[src/rtl/spi_collector_pkg.sv]
// Shared types for the SPI frame collector: packet flags, phase states, field widths
// and the phase-sequencing helper used at frame start and at every phase end.
package spi_collector_pkg;

  localparam int LEN_W  = 6;
  localparam int BITS_W = 16;

  typedef enum logic [1:0] {
    FLAG_EXACT   = 2'b00,
    FLAG_SHORT   = 2'b01,
    FLAG_LONG    = 2'b10,
    FLAG_CFG_ERR = 2'b11
  } flag_e;

  typedef enum logic [2:0] {
    ST_IDLE,
    ST_CMD,
    ST_ADDR,
    ST_DATA,
    ST_TAIL
  } phase_e;

  // Zero-length phases are skipped; everything funnels into TAIL once the data phase is done.
  function automatic phase_e next_phase(input phase_e cur,
                                        input logic [LEN_W-1:0] cmd_len,
                                        input logic [LEN_W-1:0] addr_len,
                                        input logic [BITS_W-1:0] data_len);
    phase_e n;
    n = ST_TAIL;
    if (cur == ST_IDLE && cmd_len != '0)
      n = ST_CMD;
    else if ((cur == ST_IDLE || cur == ST_CMD) && addr_len != '0)
      n = ST_ADDR;
    else if (cur != ST_DATA && cur != ST_TAIL && data_len != '0)
      n = ST_DATA;
    return n;
  endfunction

endpackage

[src/rtl/spi_collector_fifo.sv]
// Show-ahead synchronous FIFO; head is valid the cycle after the first write.
// A push while full is refused unless a pop happens in the same cycle.
module spi_collector_fifo #(
  parameter int WIDTH = 8,
  parameter int DEPTH = 4
) (
  input  logic             clk,
  input  logic             rst,
  input  logic             push,
  input  logic [WIDTH-1:0] push_data,
  input  logic             pop,
  output logic             full,
  output logic             valid,
  output logic [WIDTH-1:0] head
);

  localparam int PTR_W = (DEPTH > 1) ? $clog2(DEPTH) : 1;
  localparam int CNT_W = PTR_W + 1;

  logic [WIDTH-1:0] mem [DEPTH];
  logic [PTR_W-1:0] wr_ptr;
  logic [PTR_W-1:0] rd_ptr;
  logic [CNT_W-1:0] count;
  logic             wr_en;
  logic             rd_en;

  assign full  = (count == CNT_W'(DEPTH));
  assign valid = (count != '0);
  assign head  = mem[rd_ptr];
  assign rd_en = pop & valid;
  assign wr_en = push & (~full | rd_en);

  always_ff @(posedge clk) begin
    if (rst) begin
      wr_ptr <= '0;
      rd_ptr <= '0;
      count  <= '0;
      for (int i = 0; i < DEPTH; i++) mem[i] <= '0;
    end else begin
      if (wr_en) begin
        mem[wr_ptr] <= push_data;
        wr_ptr      <= wr_ptr + PTR_W'(1);
      end
      if (rd_en) rd_ptr <= rd_ptr + PTR_W'(1);
      case ({wr_en, rd_en})
        2'b10:   count <= count + CNT_W'(1);
        2'b01:   count <= count - CNT_W'(1);
        default: count <= count;
      endcase
    end
  end

endmodule

[src/rtl/spi_frame_collector.sv]
// Passive SPI frame collector: splits each chip-select frame into cmd/addr/data and queues one packet.
// Packet is written on the clk edge after the synchronised csn rise; a full FIFO drops the frame (ovf, drop_cnt).
module spi_frame_collector
  import spi_collector_pkg::*;
#(
  parameter int CMD_W      = 32,
  parameter int ADDR_W     = 32,
  parameter int DATA_W     = 32,
  parameter int FIFO_DEPTH = 4,
  parameter bit QUAD_EN    = 1'b1
) (
  input  logic              clk,
  input  logic              rst,
  input  logic [LEN_W-1:0]  cfg_cmd_len,
  input  logic [LEN_W-1:0]  cfg_addr_len,
  input  logic [BITS_W-1:0] cfg_data_len,
  input  logic              cfg_quad,
  input  logic              spi_sck,
  input  logic              spi_csn,
  input  logic [3:0]        spi_sdo,
  input  logic [3:0]        spi_sdi,
  output logic              pkt_valid,
  input  logic              pkt_ready,
  output logic [CMD_W-1:0]  pkt_cmd,
  output logic [ADDR_W-1:0] pkt_addr,
  output logic [DATA_W-1:0] pkt_mosi,
  output logic [DATA_W-1:0] pkt_miso,
  output logic [BITS_W-1:0] pkt_bits,
  output logic [1:0]        pkt_flag,
  output logic              ovf,
  output logic [7:0]        drop_cnt
);

  localparam int PKT_W = CMD_W + ADDR_W + 2 * DATA_W + BITS_W + 2;

  logic [1:0] sck_sync, csn_sync;
  logic [3:0] sdo_s1, sdo_s2, sdi_s1, sdi_s2;
  logic       sck_d, csn_d;
  logic [2:0] sync_live;
  logic       armed;
  logic       sck_rise, csn_rise, csn_fall;

  always_ff @(posedge clk) begin
    if (rst) begin
      sck_sync  <= 2'b00;
      csn_sync  <= 2'b11;
      sck_d     <= 1'b0;
      csn_d     <= 1'b1;
      sdo_s1    <= '0;
      sdo_s2    <= '0;
      sdi_s1    <= '0;
      sdi_s2    <= '0;
      sync_live <= '0;
      armed     <= 1'b0;
    end else begin
      sck_sync  <= {sck_sync[0], spi_sck};
      csn_sync  <= {csn_sync[0], spi_csn};
      sck_d     <= sck_sync[1];
      csn_d     <= csn_sync[1];
      sdo_s1    <= spi_sdo;
      sdo_s2    <= sdo_s1;
      sdi_s1    <= spi_sdi;
      sdi_s2    <= sdi_s1;
      sync_live <= {sync_live[1:0], 1'b1};
      // Only a fall from a genuinely observed high csn starts a frame, so a reset
      // released mid-frame never picks up the tail of that frame.
      armed     <= armed | (sync_live[2] & csn_d);
    end
  end

  assign sck_rise = sck_sync[1] & ~sck_d;
  assign csn_rise = csn_sync[1] & ~csn_d;
  assign csn_fall = armed & csn_d & ~csn_sync[1];

  phase_e             state, state_nxt;
  logic [LEN_W-1:0]   cmd_len_q, addr_len_q;
  logic [BITS_W-1:0]  data_len_q;
  logic               quad_q;
  logic [BITS_W-1:0]  cnt;
  logic [CMD_W-1:0]   cmd_q;
  logic [ADDR_W-1:0]  addr_q;
  logic [DATA_W-1:0]  mosi_q, miso_q;
  logic [BITS_W-1:0]  bits_q;
  logic               tail_seen;

  logic [2:0]         step, take;
  logic [BITS_W-1:0]  cur_len, remain;
  logic [BITS_W:0]    bits_sum;
  logic               active, phase_done, cfg_err;
  logic [3:0]         nib_sdo, nib_sdi;
  flag_e              flag;

  always_comb begin
    step    = quad_q ? 3'd4 : 3'd1;
    cur_len = '0;
    active  = 1'b0;
    case (state)
      ST_CMD:  begin cur_len = BITS_W'(cmd_len_q);  active = 1'b1; end
      ST_ADDR: begin cur_len = BITS_W'(addr_len_q); active = 1'b1; end
      ST_DATA: begin cur_len = data_len_q;          active = 1'b1; end
      default: ;
    endcase
    remain     = cur_len - cnt;
    take       = (remain < BITS_W'(step)) ? remain[2:0] : step;
    phase_done = ({1'b0, cnt} + (BITS_W + 1)'(step)) >= {1'b0, cur_len};
    bits_sum   = {1'b0, bits_q} + (BITS_W + 1)'(step);
    // Single-lane bits are placed at the nibble MSB so one shift path serves both modes.
    nib_sdo    = quad_q ? sdo_s2 : {sdo_s2[0], 3'b000};
    nib_sdi    = quad_q ? sdi_s2 : {sdi_s2[1], 3'b000};
  end

  always_ff @(posedge clk) begin
    if (rst) state <= ST_IDLE;
    else     state <= state_nxt;
  end

  always_comb begin
    state_nxt = state;
    case (state)
      ST_IDLE: begin
        if (csn_fall)
          state_nxt = next_phase(ST_IDLE, cfg_cmd_len, cfg_addr_len, cfg_data_len);
      end
      default: begin
        if (csn_rise)
          state_nxt = ST_IDLE;
        else if (sck_rise && active && phase_done)
          state_nxt = next_phase(state, cmd_len_q, addr_len_q, data_len_q);
      end
    endcase
  end

  always_ff @(posedge clk) begin
    if (rst) begin
      cmd_len_q  <= '0;
      addr_len_q <= '0;
      data_len_q <= '0;
      quad_q     <= 1'b0;
      cnt        <= '0;
      cmd_q      <= '0;
      addr_q     <= '0;
      mosi_q     <= '0;
      miso_q     <= '0;
      bits_q     <= '0;
      tail_seen  <= 1'b0;
    end else if (state == ST_IDLE) begin
      if (csn_fall) begin
        cmd_len_q  <= cfg_cmd_len;
        addr_len_q <= cfg_addr_len;
        data_len_q <= cfg_data_len;
        quad_q     <= QUAD_EN & cfg_quad;
        cnt        <= '0;
        cmd_q      <= '0;
        addr_q     <= '0;
        mosi_q     <= '0;
        miso_q     <= '0;
        bits_q     <= '0;
        tail_seen  <= 1'b0;
      end
    end else if (sck_rise && !csn_rise) begin
      bits_q <= bits_sum[BITS_W] ? '1 : bits_sum[BITS_W-1:0];
      if (active) cnt <= phase_done ? '0 : cnt + BITS_W'(take);
      case (state)
        ST_CMD:  cmd_q  <= (cmd_q  << take) | CMD_W'(nib_sdo >> (3'd4 - take));
        ST_ADDR: addr_q <= (addr_q << take) | ADDR_W'(nib_sdo >> (3'd4 - take));
        ST_DATA: begin
          mosi_q <= (mosi_q << take) | DATA_W'(nib_sdo >> (3'd4 - take));
          miso_q <= (miso_q << take) | DATA_W'(nib_sdi >> (3'd4 - take));
        end
        ST_TAIL: tail_seen <= 1'b1;
        default: ;
      endcase
    end
  end

  always_comb begin
    cfg_err = (int'(cmd_len_q) > CMD_W) || (int'(addr_len_q) > ADDR_W) ||
              (quad_q && (cmd_len_q[1:0] != 2'b00 || addr_len_q[1:0] != 2'b00 ||
                          data_len_q[1:0] != 2'b00));
    if (cfg_err)               flag = FLAG_CFG_ERR;
    else if (state != ST_TAIL) flag = FLAG_SHORT;
    else if (tail_seen)        flag = FLAG_LONG;
    else                       flag = FLAG_EXACT;
  end

  logic             push, pop, fifo_full, drop;
  logic [PKT_W-1:0] push_data, head;

  assign push      = csn_rise & (state != ST_IDLE);
  assign pop       = pkt_valid & pkt_ready;
  assign drop      = push & fifo_full & ~pop;
  assign push_data = {cmd_q, addr_q, mosi_q, miso_q, bits_q, flag};

  spi_collector_fifo #(
    .WIDTH (PKT_W),
    .DEPTH (FIFO_DEPTH)
  ) u_fifo (
    .clk       (clk),
    .rst       (rst),
    .push      (push),
    .push_data (push_data),
    .pop       (pop),
    .full      (fifo_full),
    .valid     (pkt_valid),
    .head      (head)
  );

  assign {pkt_cmd, pkt_addr, pkt_mosi, pkt_miso, pkt_bits, pkt_flag} = head;

  always_ff @(posedge clk) begin
    if (rst) begin
      ovf      <= 1'b0;
      drop_cnt <= '0;
    end else if (drop) begin
      ovf <= 1'b1;
      if (drop_cnt != 8'hFF) drop_cnt <= drop_cnt + 8'd1;
    end
  end

endmodule

[config.mk]
export PLATFORM = sky130hd
export DESIGN_NAME = spi_frame_collector
export DESIGN_NICKNAME = d
export VERILOG_FILES = /design/src/rtl/spi_collector_pkg.sv /design/src/rtl/spi_collector_fifo.sv /design/src/rtl/spi_frame_collector.sv
export SDC_FILE = /design/constraint.sdc
export NUM_CORES = 2
export LEC_CHECK = 0
export ABC_AREA = 1
export BUFFER_PORTS_ARGS = -buffer_cell sky130_fd_sc_hd__buf_2
export CAP_MARGIN = 20
export CORE_ASPECT_RATIO = 1.25
export CORE_MARGIN = 2
export CORE_UTILIZATION = 51
export CTS_BUF_LIST = sky130_fd_sc_hd__clkbuf_16
export DETAILED_ROUTE_END_ITERATION = 16
export GPL_TIMING_DRIVEN = 0
export PLACE_DENSITY = 0.68
export SLEW_MARGIN = 20
export SYNTH_ARGS = -nofsm -noshare
export SYNTH_HDL_FRONTEND = slang
export SYNTH_SLANG_ARGS = --single-unit
[constraint.sdc]
create_clock -name clk -period 36.5 [get_ports clk]
set_input_delay 1.825 -clock clk [delete_from_list [all_inputs] [get_ports clk]]
set_output_delay 1.825 -clock clk [all_outputs]
set_load 0.01 [all_outputs]
After elaboration in Yosys (flattened, before gate mapping)
Memory sizes are Yosys's and may differ from the RTL's. A register that Yosys moved wholly into a read port is not among the register bits. Cells that the tools add are included. W data, S select, Z words.

Register bits after elaboration: 235. Memory bits (writable): 584. Bits of input ports: 42. Output and inout port bits: 156. Logic and storage cells: 183. Memories kept: 1.

Memories: u_fifo.mem (words 4, bits a word 146, read ports 1, clocked after memory_dff 1, write ports 4, line spi_collector_fifo.sv:20) `logic [WIDTH-1:0] mem [DEPTH];`.

$add $sub $neg: 10. $lt $le $gt $ge: 4. Equality and inequality tests: 11. Shifts and indexed selects: 6. Muxes and demuxes: 56. Bitwise operators: 22. Reductions and logical operators: 45.

Operators by type and width (number): $mux W32 (13); $mux W146 (1); $reduce_or A146 Y1 (1); $mux W16 (8); $or A32 B32 Y32 (4); $shl A32 B3 Y32 (4); $shr A4 B3 Y32 (2); $pmux W16 S3 (1); $mux W3 (12); $add A16 B3 Y17 (2); $reduce_bool A16 Y1 (2); $reduce_bool A6 Y1 (4); $reduce_bool A2 Y1 (10); $ge A17 B16 Y1 (1); $add A16 B3 Y16 (1); $lt A16 B3 Y1 (1); $sub A16 B16 Y16 (1); $reduce_and A3 Y1 (5); $gt A6 B6 Y1 const B (2); $mux W1 (12); $mux W2 (6); $and A1 B1 Y1 (11); $reduce_bool A3 Y1 (3); $add A8 B1 Y8 const B (1); other kinds (23) (46).

Depth between registers and ports, before layout
Depth in word-level cells: 11. Mapped depth: 36. Gate-level depth less buffers: 33.

Hierarchy
A second synthesis with hierarchy kept.

Cells, all modules: 5012. Area total of the unflattened synthesis: 43255.2 um^2.

By module, submodules not included: spi_collector_fifo (times used 1, cells an instance 2436, area an instance 27568.9 um^2, seq. area each 17717.0 um^2); spi_frame_collector (times used 1, cells an instance 2576, area an instance 15686.3 um^2, seq. area each 4564.4 um^2).

Worst setup path after synthesis
No wires, ideal clock.

Path kind: in2reg. From: input pkt_ready. To: memory u_fifo.mem[3][0] (netlist name) (enable). Library setup time: 0.832 ns. Arrival: 12.487 ns. Data required time: 35.668 ns. Setup slack: 23.182 ns. Cell stages on the path: 10. Buffers on the path: 1. Cell sequence: nand2_1 -> nand3_1 -> inv_1 -> nor2_1 -> inv_1 -> nor2_1 -> inv_2 -> clkbuf_1 -> nor2_1 -> nor3_1.

RTL lines: start, declared (line spi_frame_collector.sv:23) `input logic pkt_ready,`; end, declared (line spi_collector_fifo.sv:20).

Worst setup path in the final report
From: register state[2]. To: register cnt[11].

Longest elaborated chain between the ends: 10. Elaborated cells between the ends (all ways): 20. Classes of those cells: add/sub: 2; order compare: 2; eq/ne: 4; mux: 7; reduce/logical: 5.

Ends and longest elaborated chain: start, declared (line spi_frame_collector.sv:75) `phase_e state, state_nxt;`; start signal, assigned (line spi_frame_collector.sv:114) `else state <= state_nxt;`; $eq A3 B2 Y1 / $eq A3 B1 Y1 (equally long branches) (line spi_frame_collector.sv:97) `case (state)`; $pmux W16 S3 (line spi_frame_collector.sv:97); $sub A16 B16 Y16 (line spi_frame_collector.sv:103) `remain = cur_len - cnt;`; $lt A16 B3 Y1 (line spi_frame_collector.sv:104) `take = (remain < BITS_W'(step)) ? remain[2:0] : step;`; $mux W3 (line spi_frame_collector.sv:104); $add A16 B3 Y16 (line spi_frame_collector.sv:162) `if (active) cnt <= phase_done ? '0 : cnt + BITS_W'(take);`; $mux W16 (2 in series) (line spi_frame_collector.sv:162); $mux W16 (line spi_frame_collector.sv:160) `end else if (sck_rise && !csn_rise) begin`; $mux W16 (line spi_frame_collector.sv:146) `end else if (state == ST_IDLE) begin`; end signal, assigned (line spi_frame_collector.sv:162); end, declared (line spi_frame_collector.sv:79) `logic [BITS_W-1:0] cnt;`.

Several ways; a longest one is shown, not always the timed one. The select of a mux whose other input is x is not followed. A chain may end at the register's enable or synchronous reset.

==> run metrics <==
post_cts resized 0; placed inst area 43000 um2; power consumption 2.35 mW; final instance area 45600 um2; HP Class reg -> reg; CTS Buffer Depth 3; core box area 78400 um2; Slew headroom 17.3%; VDD IR-drop max 0.0000308 V; post-synth top area share 43.6%; vias in the first global route 33900; Post-Syn Instances 4839; Final TNS setup 0 ns; critical-path cell with the highest stage delay a221oi_1; clk_lat worst skew 0.65 ns; crit path time final 6.74 ns; Die Span Y 318 um; Final Hold Viols 0; Fill cells 7094; Layout Nets 5234; fraction of layout instances using a drive strength above 1 8.09%; antenna-violating nets left 0; drt total wl 125000 um; MaxCap Viol Count 0; Final setup viols 0; crit start category register; Max Freq 148 MHz; CP max FO 10; Initial Util 51.3%; Final Hold Slack 0.401 ns; Crit Path Class reg -> reg; Tcrit/Tclk final 18.5%; Post-CTS Hold Fix Bufs 0; RD Place Congestion 0.945; fin. max-slew vios 0; Worst-path clk slew 0.06 ns; library cells used by synthesis 47; CTS buffer count 82; largest net degree at the start of global routing 52; Clock Sink Count 821; Die ar. 81100 um2; DR vias 35500; Pre-antenna DRT Iters 6; gr ovfl total 0; I/O pins 198; CP endpoint kind register; dpl hpwl 87300 um; largest area contributor in the netlist edfxtp_1; Mapped Nets 4923; std cell rows 115; postcts setup bufs 0; Root Buffer Master clkbuf_16; drt wl/cell 19.9 um; Final Skew 0.0345 ns; Post-synth EDFFs 584; Most common cell on crit path nand2_1; Remaining DRCs 0; Pleak 17.1 nW; initial antenna violation count 3; global-route wire length before repair 188000 um; Seq/Total Area, Yosys 55.4%; WP data required 37.00 ns; unrepaired setup endpoints after global routing no; FF+latch count, synth 821; asr flop ratio synth 0%; Syn Area/Cell 8.31 um2; CP arrival 7.23 ns; status complete, no violations; mapped cell area 40200 um2; synth warn 0; commonest register cell after synthesis edfxtp_1; CTS tree yes; Least-Margin Pin Slew 1.24 ns; width of the die 255 um; top post-synthesis cells by area edfxtp_1 (44%), dfxtp_1 (12%), nor2_1 (9.5%); peak per-stage delay on the critical path 0.49 ns; vias per std cell 5.66; H-Tree Depth 3; DR iter-0 viols 3131; Port-buffer cells 196; Layout area overhead 13.4%; Total GRT Usage 30.2%; power per cell area 51.4 nW/um2
==> placed cells by master (no fill, tap or decap), types with 88 or more instances in the layout <==
cell type and count:
nor2_1 1023, clkbuf_1 234, dfxtp_1 237, clkbuf_16 88, buf_2 235, nand3_1 610, nand2_1 667, o22ai_1 147
o21ai_0 377, edfxtp_1 584, a21oi_1 218, inv_1 473
==> final cells by class <==
class / count / area [um2] / area share [%]
tap: 1053 / 1320 / 2.89
buffer: 306 / 1250 / 2.74
clock inverter: 64 / 407 / 0.892
multi-input combinational: 3252 / 15000 / 32.9
sequential: 821 / 22300 / 48.9
timing repair buffer: 227 / 1420 / 3.11
antenna: 2 / 5.00 / 0.0110
inverter: 460 / 1730 / 3.79
clock buffer: 88 / 2200 / 4.83
==> Yosys cell counts, types with 4 or more instances <==
| cell type | number |
|---|---|
| inv_1 | 454 |
| nand3b_1 | 4 |
| nand2_1 | 670 |
| dfxtp_1 | 237 |
| o21ai_0 | 377 |
| xor2_1 | 20 |
| nor2_1 | 1023 |
| o21ai_1 | 12 |
| clkbuf_1 | 238 |
| a211oi_1 | 4 |
| buf_2 | 39 |
| inv_2 | 5 |
| o211ai_1 | 25 |
| nor2_2 | 5 |
| nand4_1 | 19 |
| edfxtp_1 | 584 |
| o22ai_1 | 147 |
| nor3_1 | 19 |
| nor4_1 | 13 |
| nand3_1 | 610 |
| buf_6 | 5 |
| buf_1 | 22 |
| or2_2 | 4 |
| nand2_2 | 7 |
| a21oi_1 | 218 |
| o21a_1 | 6 |
| ha_1 | 40 |
| a21o_1 | 4 |
==> final timing paths <==
check,cells after the start,startpoint,end,slack [ns]
worst min register to register,2,sync_live[0]$_DFF_P_,sync_live[1]$_SDFF_PP0_,0.40
worst min-delay path,2,sync_live[0]$_DFF_P_,sync_live[1]$_SDFF_PP0_,0.40
worst max register to register,32,state[2]$_SDFFE_PP0P_,cnt[11]$_SDFFE_PP0P_,29.76
worst max-delay path,32,state[2]$_SDFFE_PP0P_,cnt[11]$_SDFFE_PP0P_,29.76
==> registers in the layout (all words and copies together), names as in the netlist, 8 cells and up, named ones only <==
signal and count:
cmd_q 32, u_fifo.mem 584, mosi_q 32, bits_q 16, cnt 16, data_len_q 16, drop_cnt 8, addr_q 32
miso_q 32
==> metrics by stage <==
step                util, %  instances  setup slack, ns
floorplan                 -       4839            23.18
global placement       54.2       6088            14.52
detailed placement     54.8       6118            30.00
CTS                    58.1       6270            29.96
global route           58.2       6272            29.38
finish                 58.2       6273            29.76
==> power by group <==
group	leakage, nW	switching [mW]	internal, mW
logic	7.83	0.341	0.146
registers	7.94	0.00913	1.02
clock network	1.34	0.364	0.463
==> metal layers <==
layer  GRT usage [%]  share of wire, %  vias to the layer above
met1            37.1                39                    16800
met4            13.8               4.7                        2
met2            52.4                50                     1505
met3            4.16               7.1                      320
li1                -                 -                    16900
met5               0            0.0080                        -
==> kinds of logic (layout without fill, tap and decap cells) <==
kind of cell,count (synthesis),after routing,synth area share (%)
compound gates,804,804,10.8
simple gates,2385,2385,24.7
other cells,0,2,0
buf+inv,766,1145,7.38
xor+xnor,21,21,0.457
fa+ha+maj,42,42,1.34
flops,821,821,55.4
==> worst max-delay path: cells and delay by family, from the launching register on <==
family / cells / cell delay, ns
adders and majority gates: 2 / 0.71
buffers and inverters: 9 / 1.99
and+or+nand+nor: 16 / 2.09
DFF: 1 / 0.43
AOI/OAI and AO/OA: 5 / 1.33
Note: power is estimated with default switching activity, not from simulation.
